<file path="src/rtl/mem_bus_arbiter_pkg.sv">
// Shared definitions for the dcache/icache main-memory arbiter: FSM states,
// port identifiers and the saturating counter helper.
package mem_bus_arbiter_pkg;

    typedef enum logic [1:0] {
        ST_IDLE    = 2'd0,
        ST_GRANT_D = 2'd1,
        ST_GRANT_I = 2'd2
    } arb_state_t;

    localparam logic PORT_D = 1'b0;
    localparam logic PORT_I = 1'b1;

    localparam int CNT_W = 16;

    function automatic logic [CNT_W-1:0] sat_inc(input logic [CNT_W-1:0] v);
        return (v == {CNT_W{1'b1}}) ? v : v + 1'b1;
    endfunction

endpackage

</file>
<file path="src/rtl/mem_bus_arbiter_rr2_pick.sv">
// Two-way round-robin pick: bit 0 is the dcache request, bit 1 the icache
// request; on a tie the port that was not granted last wins.
module arb_rr2_pick
    import mem_bus_arbiter_pkg::*;
(
    input  logic [1:0] req,
    input  logic       last,
    output logic [1:0] gnt
);

    always_comb begin
        gnt = req;
        if (req == 2'b11) begin
            gnt = (last == PORT_I) ? 2'b01 : 2'b10;
        end
    end

endmodule

</file>
<file path="src/rtl/mem_bus_arbiter.sv">
// Shares one main-memory port between dcache (D) and icache (I).
// Optional MEM_ARB_PERF_CNT_EN adds saturating grant/wait performance counters.
module mem_bus_arbiter
    import mem_bus_arbiter_pkg::*;
#(
    parameter int ADDR_W = 6,
    parameter int DATA_W = 32
) (
    input  logic              CLK,
    input  logic              RESET,
    input  logic              d_read,
    input  logic              d_write,
    input  logic [ADDR_W-1:0] d_address,
    input  logic [DATA_W-1:0] d_writedata,
    output logic [DATA_W-1:0] d_readdata,
    output logic              d_busywait,
    input  logic              i_read,
    input  logic [ADDR_W-1:0] i_address,
    output logic [DATA_W-1:0] i_readdata,
    output logic              i_busywait,
    output logic              mem_read,
    output logic              mem_write,
    output logic [ADDR_W-1:0] mem_address,
    output logic [DATA_W-1:0] mem_writedata,
    input  logic [DATA_W-1:0] mem_readdata,
    input  logic              mem_busywait
`ifdef MEM_ARB_PERF_CNT_EN
    ,
    output logic [15:0]       d_grant_cnt,
    output logic [15:0]       i_grant_cnt,
    output logic [15:0]       i_wait_cnt
`endif
);

    arb_state_t state_q, state_d;
    logic       last_grant_q;
    logic       seen_busy_q;
    logic       d_req;
    logic [1:0] pick_gnt;
    logic       done;

    assign d_req      = d_read | d_write;
    assign d_readdata = mem_readdata;
    assign i_readdata = mem_readdata;

    arb_rr2_pick u_pick (
        .req  ({i_read, d_req}),
        .last (last_grant_q),
        .gnt  (pick_gnt)
    );

    // The granted requester stays stalled until memory has raised and then
    // dropped busywait, so a slow-to-respond memory cannot finish it early.
    always_comb begin
        state_d       = state_q;
        mem_read      = 1'b0;
        mem_write     = 1'b0;
        mem_address   = '0;
        mem_writedata = '0;
        d_busywait    = d_req;
        i_busywait    = i_read;
        done          = 1'b0;
        case (state_q)
            ST_IDLE: begin
                if (pick_gnt[0]) begin
                    state_d = ST_GRANT_D;
                end else if (pick_gnt[1]) begin
                    state_d = ST_GRANT_I;
                end
            end
            ST_GRANT_D: begin
                mem_read      = d_read;
                mem_write     = d_write;
                mem_address   = d_address;
                mem_writedata = d_writedata;
                d_busywait    = mem_busywait | ~seen_busy_q;
                done          = seen_busy_q & ~mem_busywait;
                if (done) begin
                    state_d = ST_IDLE;
                end
            end
            ST_GRANT_I: begin
                mem_read    = i_read;
                mem_address = i_address;
                i_busywait  = mem_busywait | ~seen_busy_q;
                done        = seen_busy_q & ~mem_busywait;
                if (done) begin
                    state_d = ST_IDLE;
                end
            end
            default: state_d = ST_IDLE;
        endcase
    end

    always_ff @(posedge CLK or negedge RESET) begin
        if (!RESET) begin
            state_q      <= ST_IDLE;
            last_grant_q <= PORT_I;
            seen_busy_q  <= 1'b0;
        end else begin
            state_q <= state_d;
            if (done) begin
                last_grant_q <= (state_q == ST_GRANT_I) ? PORT_I : PORT_D;
                seen_busy_q  <= 1'b0;
            end else if (state_q != ST_IDLE && mem_busywait) begin
                seen_busy_q <= 1'b1;
            end
        end
    end

`ifdef MEM_ARB_PERF_CNT_EN
    always_ff @(posedge CLK or negedge RESET) begin
        if (!RESET) begin
            d_grant_cnt <= '0;
            i_grant_cnt <= '0;
            i_wait_cnt  <= '0;
        end else begin
            if (done && state_q == ST_GRANT_D) begin
                d_grant_cnt <= sat_inc(d_grant_cnt);
            end
            if (done && state_q == ST_GRANT_I) begin
                i_grant_cnt <= sat_inc(i_grant_cnt);
            end
            if (i_read && state_q != ST_GRANT_I) begin
                i_wait_cnt <= sat_inc(i_wait_cnt);
            end
        end
    end
`endif

endmodule

</file>
<file path="config.mk">
export PLATFORM = sky130hd
export DESIGN_NAME = mem_bus_arbiter
export DESIGN_NICKNAME = d
export VERILOG_FILES = /design/src/rtl/mem_bus_arbiter_pkg.sv /design/src/rtl/mem_bus_arbiter_rr2_pick.sv /design/src/rtl/mem_bus_arbiter.sv
export SDC_FILE = /design/constraint.sdc
export NUM_CORES = 1
export LEC_CHECK = 0
export ABC_CLOCK_PERIOD_IN_PS = 1430
export BUFFER_PORTS_ARGS = -buffer_cell sky130_fd_sc_hd__buf_2
export CORE_AREA = 4 4 70 72
export CTS_CLUSTER_DIAMETER = 150
export DETAILED_ROUTE_END_ITERATION = 10
export DIE_AREA = 0 0 74 76
export MAX_ROUTING_LAYER = met4
export PLACE_DENSITY_LB_ADDON = 0.15
export SLEW_MARGIN = 20
export SYNTH_ARGS = -nofsm -noshare
export SYNTH_HDL_FRONTEND = slang
export SYNTH_SLANG_ARGS = --single-unit
export TNS_END_PERCENT = 30
</file>
<file path="constraint.sdc">
create_clock -name CLK -period 1.43 [get_ports CLK]
set_input_delay 0.143 -clock CLK [delete_from_list [all_inputs] [get_ports CLK]]
set_output_delay 0.143 -clock CLK [all_outputs]
set_load 0.05 [all_outputs]
</file>
==> results by group, run 1 <==
GRT
  • Initial antenna violation count: 0
  • Vias in the first global route: 1,043
  • Largest net degree at the start of global routing: 24
  • First-pass GRT wire length: approximately 5400 um
  • Grt total ovfl: 0
  • Tot GR Track Use: 0.1225

Synth
  • Post-synth top cells: 64 x buf_4, 33 x and2_1, 9 x nor2_1
  • Top cell type's share of synthesized area: 0.4523
  • Main combinational cell family by area after synthesis: buffers and inverters
  • Synth Net Count: 232
  • Main flop type after synthesis: dfrtp_1
  • FFs w/ async S/R, synth: 1.000
  • Sequential element share of the synthesized area: 0.09541
  • Mux cell area share after synthesis: 0
  • Cell taking the most area after synthesis: buf_4
  • Unique masters post-synth: 21
  • Synthesis Warnings: 0
  • Avg Cell Area, Syn: 7.226 sq um
  • Cell Area, Synth: approximately 1100 sq um
  • XOR/XNOR Fraction of Synth Area: 0
  • #FFs+latches synth: 4
  • Adder-cell share of the synthesized area: 0.03534
  • Synth Area in Compound Gates: 0.1260
  • Ranking of synthesized cells by area: buf_4 45%, and2_1 19%, dfrtp_1 7.1%
  • Post-synth EDFFs: 0
  • Most frequent cell after synthesis: buf_4
  • Synth Area in Simple Gates: 0.2497
  • Post-Synthesis Cells: 147

STA
  • Final Max Tran Viols: 0
  • RSZ-0062 raised after global routing: true
  • Worst Tran Pin Value: 0.2017 ns
  • Clock skew: 0.001810 ns
  • Endpoints failing setup: 42
  • Slew HR: 0.8650
  • Final period util: 1.095
  • Final worst setup slack: -0.1361 ns
  • Final number of hold-violating endpoints: 0
  • Peak Freq: 0.6385 GHz
  • Post-route minimum period: 1.566 ns

Placed design
  • IO Port Bufs: 91
  • DP Cell Count: 227
  • Placer Congestion: 0.7133
  • Hpwl dp: 2879 um

Detailed routing
  • DR WL/cell: 14.83 um
  • Post-route DRC: 0
  • Final WL: 3470 um
  • Via count: 987
  • Vias per cell: ~4.2
  • First drt pass iteration count: 4
  • DRT antenna net count: 0
  • Iteration-0 DRC Markers: 23

Floorplanning
  • Die height: roughly 76 um
  • I/O pin cnt: 188
  • Die ar.: around 5600 sq um
  • Core ar.: 4294 sq um
  • Die width: 74 um
  • Row count: 24
  • Initial Util: 0.2474

Cells and area
  • Final non-filler cell total: between 200 and 250
  • Final core occ: 0.3744
  • Final net count: 268
  • Syn-to-layout area delta: 51.35%
  • Ant diodes: 0
  • Layout cells sized above 1: 0.7143

CTS
  • Clock Tree Root: clkbuf_8
  • Latest clock arrival within the worst-skew pair: 0.22 ns
  • CTS Sinks: 4
  • CTS clk-pin slew, worst paths: 0.03 ns
  • CTS tree: done
  • Clk buf depth: 2
  • TritonCTS Buffers: 3
  • H-tree Lvls: 1

Setup path
  • Worst setup EP type: output port
  • Startpoint Class: flip-flop
  • Critical path class: reg -> out
  • Worst EP required: 1.29 ns
  • Arr. time, crit path: 1.42 ns
  • Crit Path Max Fanout: 10

Power and ir drop
  • Pleak: slightly below 0.8 nW
  • Pwr dens: 2233 nW/um^2
  • Worst VDD drop: 0.7390 mV

Hold path
  • HP Class: in -> reg

Run status
  • Status: finished, violations left
  • Violated checks: setup timing

Job
  • Max Cap Violations: 0
[final timing paths]
check	slack (ns)	end	startpoint	cells past startpoint
min in group asynchronous	0.25	state_q[1]	RESET	2
min reg2reg	0.55	seen_busy_q	seen_busy_q	2
min	0.20	seen_busy_q	mem_busywait	3
max in group asynchronous	0.97	last_grant_q	RESET	2
max	-0.14	mem_writedata[10]	state_q[1]	6
max reg2reg	0.01	state_q[1]	state_q[0]	5
[stage by stage]
stage	setup WS (ns)	power (W)	setup TNS (ns)	hold WS (ns)	cell area [sq um]
after CTS	-0.1416	0.003540	-4.109	0.2072	1567
after global placement	-0.07830	0.002593	-1.572	-0.04378	1161
after floorplan	-0.2342	0.002465	-1.713	-0.1526	1085
final	-0.1361	0.003590	-3.847	0.2050	1608
after detailed placement	-0.09376	0.002618	-2.192	-0.04254	1161
after global routing	-0.2095	0.003827	-7.353	0.2583	1608
[layout make-up]
class,count,area [sq um]
inverters,6,25.02
multi-input cells,68,544.3
fillers,457,2686
flip-flops and latches,4,101.3
well taps,52,65.06
repair buffers,100,827.0
clock buffers,4,45.04
[layer usage]
metal	GRT usage	up-vias	share of wire
met5	-	-	0
met4	0.03080	0	0.014
met3	0.04222	10	0.13
met2	0.2119	85	0.54
met1	0.1310	418	0.32
li1	-	474	-
[worst max-delay path, cell delays in order (launching register included)]
cell	delay, ns
dfrtp_1	0.39
inv_2	0.10
ha_4	0.17
buf_8	0.13
buf_12	0.11
and2_1	0.13
buf_6	0.16
[cell usage in the layout (no fill, tap or decap)]
master and instances:
nand2_1 1, buf_8 7, dfrtp_1 3, buf_2 49, inv_1 3, a22o_1 1
nor2_2 6, buf_12 1, a21oi_1 4, and2_1 26, o22ai_1 1, dfstp_2 1
and2_4 5, a22oi_2 4, buf_4 7, clkbuf_8 3, nor2_1 3, inv_4 1
clkbuf_1 1, nand2b_1 1, ha_4 3, dlygate4sd3_1 1, inv_2 2, a21oi_2 1
a32o_1 2, a31o_1 1, a22oi_1 3, a21oi_4 1, o21a_1 1, and2_2 2
and2b_4 1, nor3_2 1, buf_6 35
[power breakdown]
| group | total, W | leakage, nW | switching [W] | internal [W] |
|---|---|---|---|---|
| combinational | 0.00312 | 0.718 | 0.00186 | 0.00125 |
| clock | 0.000258 | 0.0228 | 0.0000671 | 0.000191 |
| sequential | 0.000216 | 0.0480 | 0.0000437 | 0.000172 |
| total | 0.00359 | 0.789 | 0.00198 | 0.00162 |
[sequential cells by signal, summed over array words and instances (netlist names)]
signal,count
seen_busy_q,1
state_q,2
last_grant_q,1
[repair_timing]
action / CTS / global route
setup buffers: 2 / 0
endpoints found under the hold margin: 4 / 0
gates resized for setup: 101 / 10
pin swaps: 3 / 1
endpoints found under the setup margin: 42 / 43
hold buffers: 1 / 0
[logic make-up after synthesis]
kind of cell    Yosys count
compound gates           19
flops                     4
buf+inv                  75
simple gates             46
fa+ha+maj                 3
Power figures use the tool's default switching activity.
==> inputs of run 2 (changes only) <==
--- a/config.mk
+++ b/config.mk
@@ -11,8 +11,7 @@
 export CTS_CLUSTER_DIAMETER = 150
 export DETAILED_ROUTE_END_ITERATION = 10
 export DIE_AREA = 0 0 74 76
-export MAX_ROUTING_LAYER = met4
-export PLACE_DENSITY_LB_ADDON = 0.15
+export PLACE_DENSITY = 0.76
 export SLEW_MARGIN = 20
 export SYNTH_ARGS = -nofsm -noshare
 export SYNTH_HDL_FRONTEND = slang
==> results by group, run 2 (synthesis results as in run 1) <==
Cells and area
  • Final net count: 266 (was 268)
  • Ant diodes: 0 (unchanged)
  • Syn-to-layout area delta: 50.18% (was 51.35%)
  • Number of flip-flops in the largest register: 2 (unchanged)
  • Most frequent cells in the layout: 49 x buf_2, 37 x buf_6, 25 x and2_1 (was 49 x buf_2, 35 x buf_6, 26 x and2_1)
  • Fill cell count: 448 (was 457)
  • Most flops, register: state_q (unchanged)
  • Largest registers: state_q: 2 flops, last_grant_q: 1 flops, seen_busy_q: 1 flops (unchanged)
  • Most common cell after layout, fill and taps aside: buf_2 (unchanged)
  • Layout cells sized above 1: 0.7278 (was 0.7143)
  • Final core occ: 0.3715 (was 0.3744)

Detailed routing
  • Post-route DRC: 0 (unchanged)
  • Iteration-0 DRC Markers: 31 (was 23)
  • Vias per cell: 4.310 (was 4.218)
  • Final WL: 3617 um (was 3470 um)
  • DRT antenna net count: 0 (unchanged)
  • First drt pass iteration count: 4 (unchanged)
  • Via count: 1,000 (was 987)
  • DR WL/cell: 15.59 um (was 14.83 um)

STA
  • Setup TNS: -3.177 ns (was -3.847 ns)
  • Final worst setup slack: -0.1259 ns (was -0.1361 ns)
  • Endpoints failing setup: 43 (was 42)
  • Final number of hold-violating endpoints: 0 (unchanged)
  • Post-route minimum period: 1.556 ns (was 1.566 ns)
  • Final Max Tran Viols: 0 (unchanged)
  • RSZ-0062 raised after global routing: true (unchanged)
  • Final period util: 1.088 (was 1.095)
  • Slew HR: 0.8621 (was 0.8650)
  • Worst Tran Pin Value: 0.2061 ns (was 0.2017 ns)
  • Clock skew: 0.003913 ns (was 0.001810 ns)
  • Peak Freq: 0.6427 GHz (was 0.6385 GHz)

Power and ir drop
  • Pwr dens: 2245 nW/um^2 (was 2233 nW/um^2)
  • Pleak: 0.7786 nW (was 0.7892 nW)
  • Worst VDD drop: 0.8290 mV (was 0.7390 mV)

Placed design
  • IO Port Bufs: 91 (unchanged)
  • Hpwl dp: 2712 um (was 2879 um)
  • Placer Congestion: 0.8135 (was 0.7133)

CTS
  • Clk buf depth: 2 (unchanged)
  • CTS clk-pin slew, worst paths: 0.03 ns (about the same)
  • H-tree Lvls: 1 (unchanged)
  • Clock Tree Root: clkbuf_8 (unchanged)
  • CTS Sinks: 4 (unchanged)
  • TritonCTS Buffers: 3 (unchanged)
  • CTS tree: done (unchanged)
  • Latest clock arrival within the worst-skew pair: 0.22 ns (about the same)

Setup path
  • Largest delay contributor family on the critical path: flip-flops (was buffers and inverters)
  • Startpoint Class: flip-flop (unchanged)
  • Critical Path Most Common Cell: buf_6
  • Worst EP required: 1.29 ns (about the same)
  • Worst setup EP type: output port (unchanged)
  • Arr. time, crit path: 1.41 ns (was 1.42 ns)
  • Crit path largest cell delay: 0.42 ns (was 0.39 ns)
  • Crit Path Max Fanout: 6 (was 10)
  • Critical path class: reg -> out (unchanged)
  • Crit path buf inv count: 2 (was 4)
  • CP Cell Sequence: ha_4 -> buf_6 -> a22oi_1 -> nor2_2 -> buf_6 (was inv_2 -> ha_4 -> buf_8 -> buf_12 -> and2_1 -> buf_6)
  • Slowest-stage cell, CP: dfrtp_1 (unchanged)

GRT
  • First-pass GRT wire length: 5313 um (was 5409 um)
  • Largest net degree at the start of global routing: 33 (was 24)
  • Grt total ovfl: 0 (unchanged)
  • Vias in the first global route: 1,008 (was 1,043)
  • Initial antenna violation count: 0 (unchanged)
  • Tot GR Track Use: 0.1214 (was 0.1225)

Hold path
  • HP Class: in -> reg (unchanged)

Floorplanning
  • Die height: 76 um (unchanged)
  • Row count: 24 (unchanged)
  • I/O pin cnt: 188 (unchanged)
  • Die width: 74 um (unchanged)
  • Die ar.: 5624 sq um (unchanged)
  • Initial Util: 0.2474 (unchanged)
  • Core ar.: 4294 sq um (unchanged)

Run status
  • Violated checks: setup timing (unchanged)
  • Status: finished, violations left (unchanged)

Job
  • Max Cap Violations: 0 (unchanged)
[run 2: final timing paths]
check                                   from      endpoint  slack, ns  cells after the start
worst max-delay path              state_q[0]      mem_read      -0.13                      5
worst min-delay path            mem_busywait   seen_busy_q       0.21                      3
worst max register to register    state_q[0]    state_q[1]          0                      5
worst min register to register   seen_busy_q   seen_busy_q       0.55                      2
max in group asynchronous              RESET  last_grant_q       0.96                      2
min in group asynchronous              RESET    state_q[0]       0.26                      2
[run 2: power breakdown]
part	switching [W]	internal, W	leakage, nW	total [W]
logic	0.00189	0.00122	0.708	0.00311
registers	0.0000423	0.000172	0.0480	0.000215
clock network	0.0000624	0.000191	0.0228	0.000253
[run 2: worst reg2reg max path: cells and delay by family (launching register included)]
| kind | cells | cell delay (ns) |
|---|---|---|
| fa+ha+maj | 1 | 0.26 |
| buf+inv | 2 | 0.23 |
| compound gates | 2 | 0.40 |
| flops | 1 | 0.42 |
[run 2: metrics by stage]
stage | std cells | setup slack, ns | power, W | hold slack (ns) | area (sq um)
6_report | 232 | -0.1259 | 0.003582 | 0.2143 | 1595
3_5_place_dp | 226 | -0.08684 | 0.002558 | -0.04107 | 1141
5_1_grt | 232 | -0.1643 | 0.003777 | 0.2472 | 1595
4_1_cts | 232 | -0.1305 | 0.003491 | 0.2181 | 1553
3_3_place_gp | 226 | -0.07966 | 0.002527 | -0.04807 | 1141
2_1_floorplan | 147 | -0.2342 | 0.002465 | -0.1526 | 1085
[run 2: layout make-up]
class / count / area [sq um] / area share
clock buffers: 4 / 45.04 / 0.02824
inverters: 6 / 25.02 / 0.01569
multi-input cells: 68 / 546.8 / 0.3427
flip-flops and latches: 4 / 101.3 / 0.06353
well taps: 52 / 65.06 / 0.04078
repair buffers: 98 / 812.0 / 0.5090
[run 2: routing by layer]
layer,up-vias,routed length (um),GRT usage
met4,0,176,0.08877
li1,468,-,-
met5,-,0,0
met1,436,1188,0.1237
met3,29,468,0.05145
met2,67,1784,0.1924
[run 2: timing repair]
action	in CTS	in global routing
resized for setup	103	13
setup buffers	1	0
endpoints found under the setup margin	43	43
hold endpoints to repair	4	0
pin swaps	2	4
hold buffers	1	0
==> inputs of run 3 (changes only) <==
--- a/config.mk
+++ b/config.mk
@@ -7,10 +7,10 @@
 export LEC_CHECK = 0
 export ABC_CLOCK_PERIOD_IN_PS = 1430
 export BUFFER_PORTS_ARGS = -buffer_cell sky130_fd_sc_hd__buf_2
-export CORE_AREA = 4 4 70 72
+export CORE_MARGIN = 4
+export CORE_UTILIZATION = 25
 export CTS_CLUSTER_DIAMETER = 150
 export DETAILED_ROUTE_END_ITERATION = 10
-export DIE_AREA = 0 0 74 76
 export PLACE_DENSITY = 0.76
 export SLEW_MARGIN = 20
 export SYNTH_ARGS = -nofsm -noshare
==> results by group, run 3 (synthesis results as in run 1) <==
Cells and area
  • Most flops, register: state_q (unchanged)
  • Final non-filler cell total: 234 (was 232)
  • Fill cell count: 388 (was 448)
  • Most common cell after layout, fill and taps aside: buf_2 (unchanged)
  • Final core occ: 0.4394 (was 0.3715)
  • Largest registers: state_q: 2 flops, last_grant_q: 1 flops, seen_busy_q: 1 flops (unchanged)
  • Final net count: 270 (was 266)
  • Syn-to-layout area delta: 67.84% (was 50.18%)
  • Layout cells sized above 1: 0.8207 (was 0.7278)
  • Ant diodes: 0 (unchanged)
  • Number of flip-flops in the largest register: 2 (unchanged)
  • Most frequent cells in the layout: 49 x buf_2, 22 x buf_6, 21 x and2_4 (was 49 x buf_2, 37 x buf_6, 25 x and2_1)

CTS
  • Latest clock arrival within the worst-skew pair: 0.22 ns (about the same)
  • H-tree Lvls: 1 (unchanged)
  • Clk buf depth: 2 (unchanged)
  • CTS clk-pin slew, worst paths: 0.03 ns (about the same)
  • CTS Sinks: 4 (unchanged)
  • CTS tree: done (unchanged)
  • Clock Tree Root: clkbuf_8 (unchanged)
  • TritonCTS Buffers: 3 (unchanged)

Detailed routing
  • Iteration-0 DRC Markers: 14 (was 31)
  • DRT antenna net count: 0 (unchanged)
  • First drt pass iteration count: 4 (unchanged)
  • Vias per cell: 4.406 (was 4.310)
  • DR WL/cell: 17.14 um (was 15.59 um)
  • Via count: 1,031 (was 1,000)
  • Post-route DRC: 0 (unchanged)
  • Final WL: 4010 um (was 3617 um)

Floorplanning
  • Die height: 73.19 um (was 76 um)
  • Die ar.: 5356 sq um (was 5624 sq um)
  • Die width: 73.19 um (was 74 um)
  • I/O pin cnt: 188 (unchanged)
  • Core ar.: 4058 sq um (was 4294 sq um)
  • Initial Util: 0.2618 (was 0.2474)
  • Row count: 23 (was 24)

STA
  • Final number of hold-violating endpoints: 0 (unchanged)
  • Post-route minimum period: 1.587 ns (was 1.556 ns)
  • Final period util: 1.110 (was 1.088)
  • Hold slack final: 0.2107 ns (was 0.2143 ns)
  • Worst Tran Pin Value: 0.2291 ns (was 0.2061 ns)
  • Slew HR: 0.8467 (was 0.8621)
  • Endpoints failing setup: 42 (was 43)
  • RSZ-0062 raised after global routing: true (unchanged)
  • Setup TNS: -4.325 ns (was -3.177 ns)
  • Peak Freq: 0.6301 GHz (was 0.6427 GHz)
  • Final Max Tran Viols: 0 (unchanged)
  • Final worst setup slack: -0.1570 ns (was -0.1259 ns)
  • Clock skew: 0.005456 ns (was 0.003913 ns)

Power and ir drop
  • Net Switching: 0.002112 W (was 0.001995 W)
  • Pwr dens: 2264 nW/um^2 (was 2245 nW/um^2)
  • Int Power: 0.001925 W (was 0.001587 W)
  • Worst VDD drop: 0.6553 mV (was 0.8290 mV)
  • Pleak: 0.8597 nW (was 0.7786 nW)
  • Switching Share: 0.5231 (was 0.5570)
  • Combinational power share: 0.886 (was 0.869)
  • Clock power frac: 0.061 (was 0.071)
  • Reg power frac: 0.053 (was 0.060)

GRT
  • Grt total ovfl: 0 (unchanged)
  • Tot GR Track Use: 0.1336 (was 0.1214)
  • First-pass GRT wire length: 5478 um (was 5313 um)
  • Initial antenna violation count: 0 (unchanged)
  • Largest net degree at the start of global routing: 17 (was 33)
  • Vias in the first global route: 1,089 (was 1,008)

Setup path
  • Startpoint Class: flip-flop (unchanged)
  • Worst setup EP type: output port (unchanged)
  • Worst EP required: 1.29 ns (about the same)
  • Critical path class: reg -> out (unchanged)
  • Crit Path Max Fanout: 8 (was 6)
  • Arr. time, crit path: 1.44 ns (was 1.41 ns)

Run status
  • Status: finished, violations left (unchanged)
  • Violated checks: setup timing (unchanged)

Job
  • Max Cap Violations: 0 (unchanged)

Placed design
  • IO Port Bufs: 91 (unchanged)
  • DP Cell Count: 223 (was 226)
  • Hpwl dp: 2819 um (was 2712 um)
  • Worst slack, placed: -0.1141 ns (was -0.08684 ns)
  • Placer Congestion: 0.7518 (was 0.8135)

Hold path
  • HP Class: in -> reg (unchanged)
-- run 3: cell types whose count changed in the layout (fill, tap and decap cells not counted), sizes merged --
| cell | delta |
|---|---|
| buf | +3 |
| clkbuf | +1 |
-- run 3: stage by stage --
step	total power [W]	instance area [sq um]
floorplan	0.002465	1085
global placement	0.002619	1174
detailed placement	0.002666	1174
CTS	0.003646	1589
global route	0.004239	1783
finish	0.004037	1783
-- run 3: layout make-up --
type                    instances  area, sq um  area share
repair buffers                102        953.4      0.5347
multi-input cells              68        595.6      0.3340
flip-flops and latches          4        101.3     0.05684
well taps                      50        62.56     0.03509
clock buffers                   4        45.04     0.02526
inverters                       6        25.02     0.01404
-- run 3: power groups by stage --
| stage | clock network [W] | logic [W] | registers (W) |
|---|---|---|---|
| global route | 0.000281 | 0.00374 | 0.000220 |
| CTS | 0.000257 | 0.00318 | 0.000212 |
| global placement | 0 | 0.00242 | 0.000204 |
| finish | 0.000247 | 0.00358 | 0.000215 |
| detailed placement | 0 | 0.00246 | 0.000210 |
| floorplan | 0 | 0.00226 | 0.000201 |
-- run 3: critical path, stage by stage (launching register included) --
cell and delay, ns:
dfrtp_1 0.39, inv_2 0.11, ha_4 0.22, buf_12 0.14, a22oi_2 0.08, nor2_1 0.12
buf_6 0.18
-- run 3: repair_timing --
action / in CTS / in global routing
resized for setup: 94 / 50
hold buffers: 1 / 0
pin swaps: 3 / 2
gates cloned: 1 / 1
endpoints found under the setup margin: 43 / 42
endpoints found under the hold margin: 4 / 0
buffers inserted: 4 / 0
-- run 3: worst paths after layout --
path,slack (ns),depth (start not counted),end,start
worst min register to register,0.56,2,seen_busy_q,seen_busy_q
max in group asynchronous,0.96,2,last_grant_q,RESET
worst max register to register,0.08,5,state_q[0],state_q[0]
min in group asynchronous,0.25,2,state_q[1],RESET
worst max-delay path,-0.16,6,mem_address[3],state_q[1]
worst min-delay path,0.21,3,seen_busy_q,mem_busywait
-- run 3: routing by layer --
metal | track usage | wire, um
met3 | 0.05923 | 454
met2 | 0.2443 | 2248
met5 | 0 | 0
met4 | 0.06352 | 129
met1 | 0.1253 | 1178
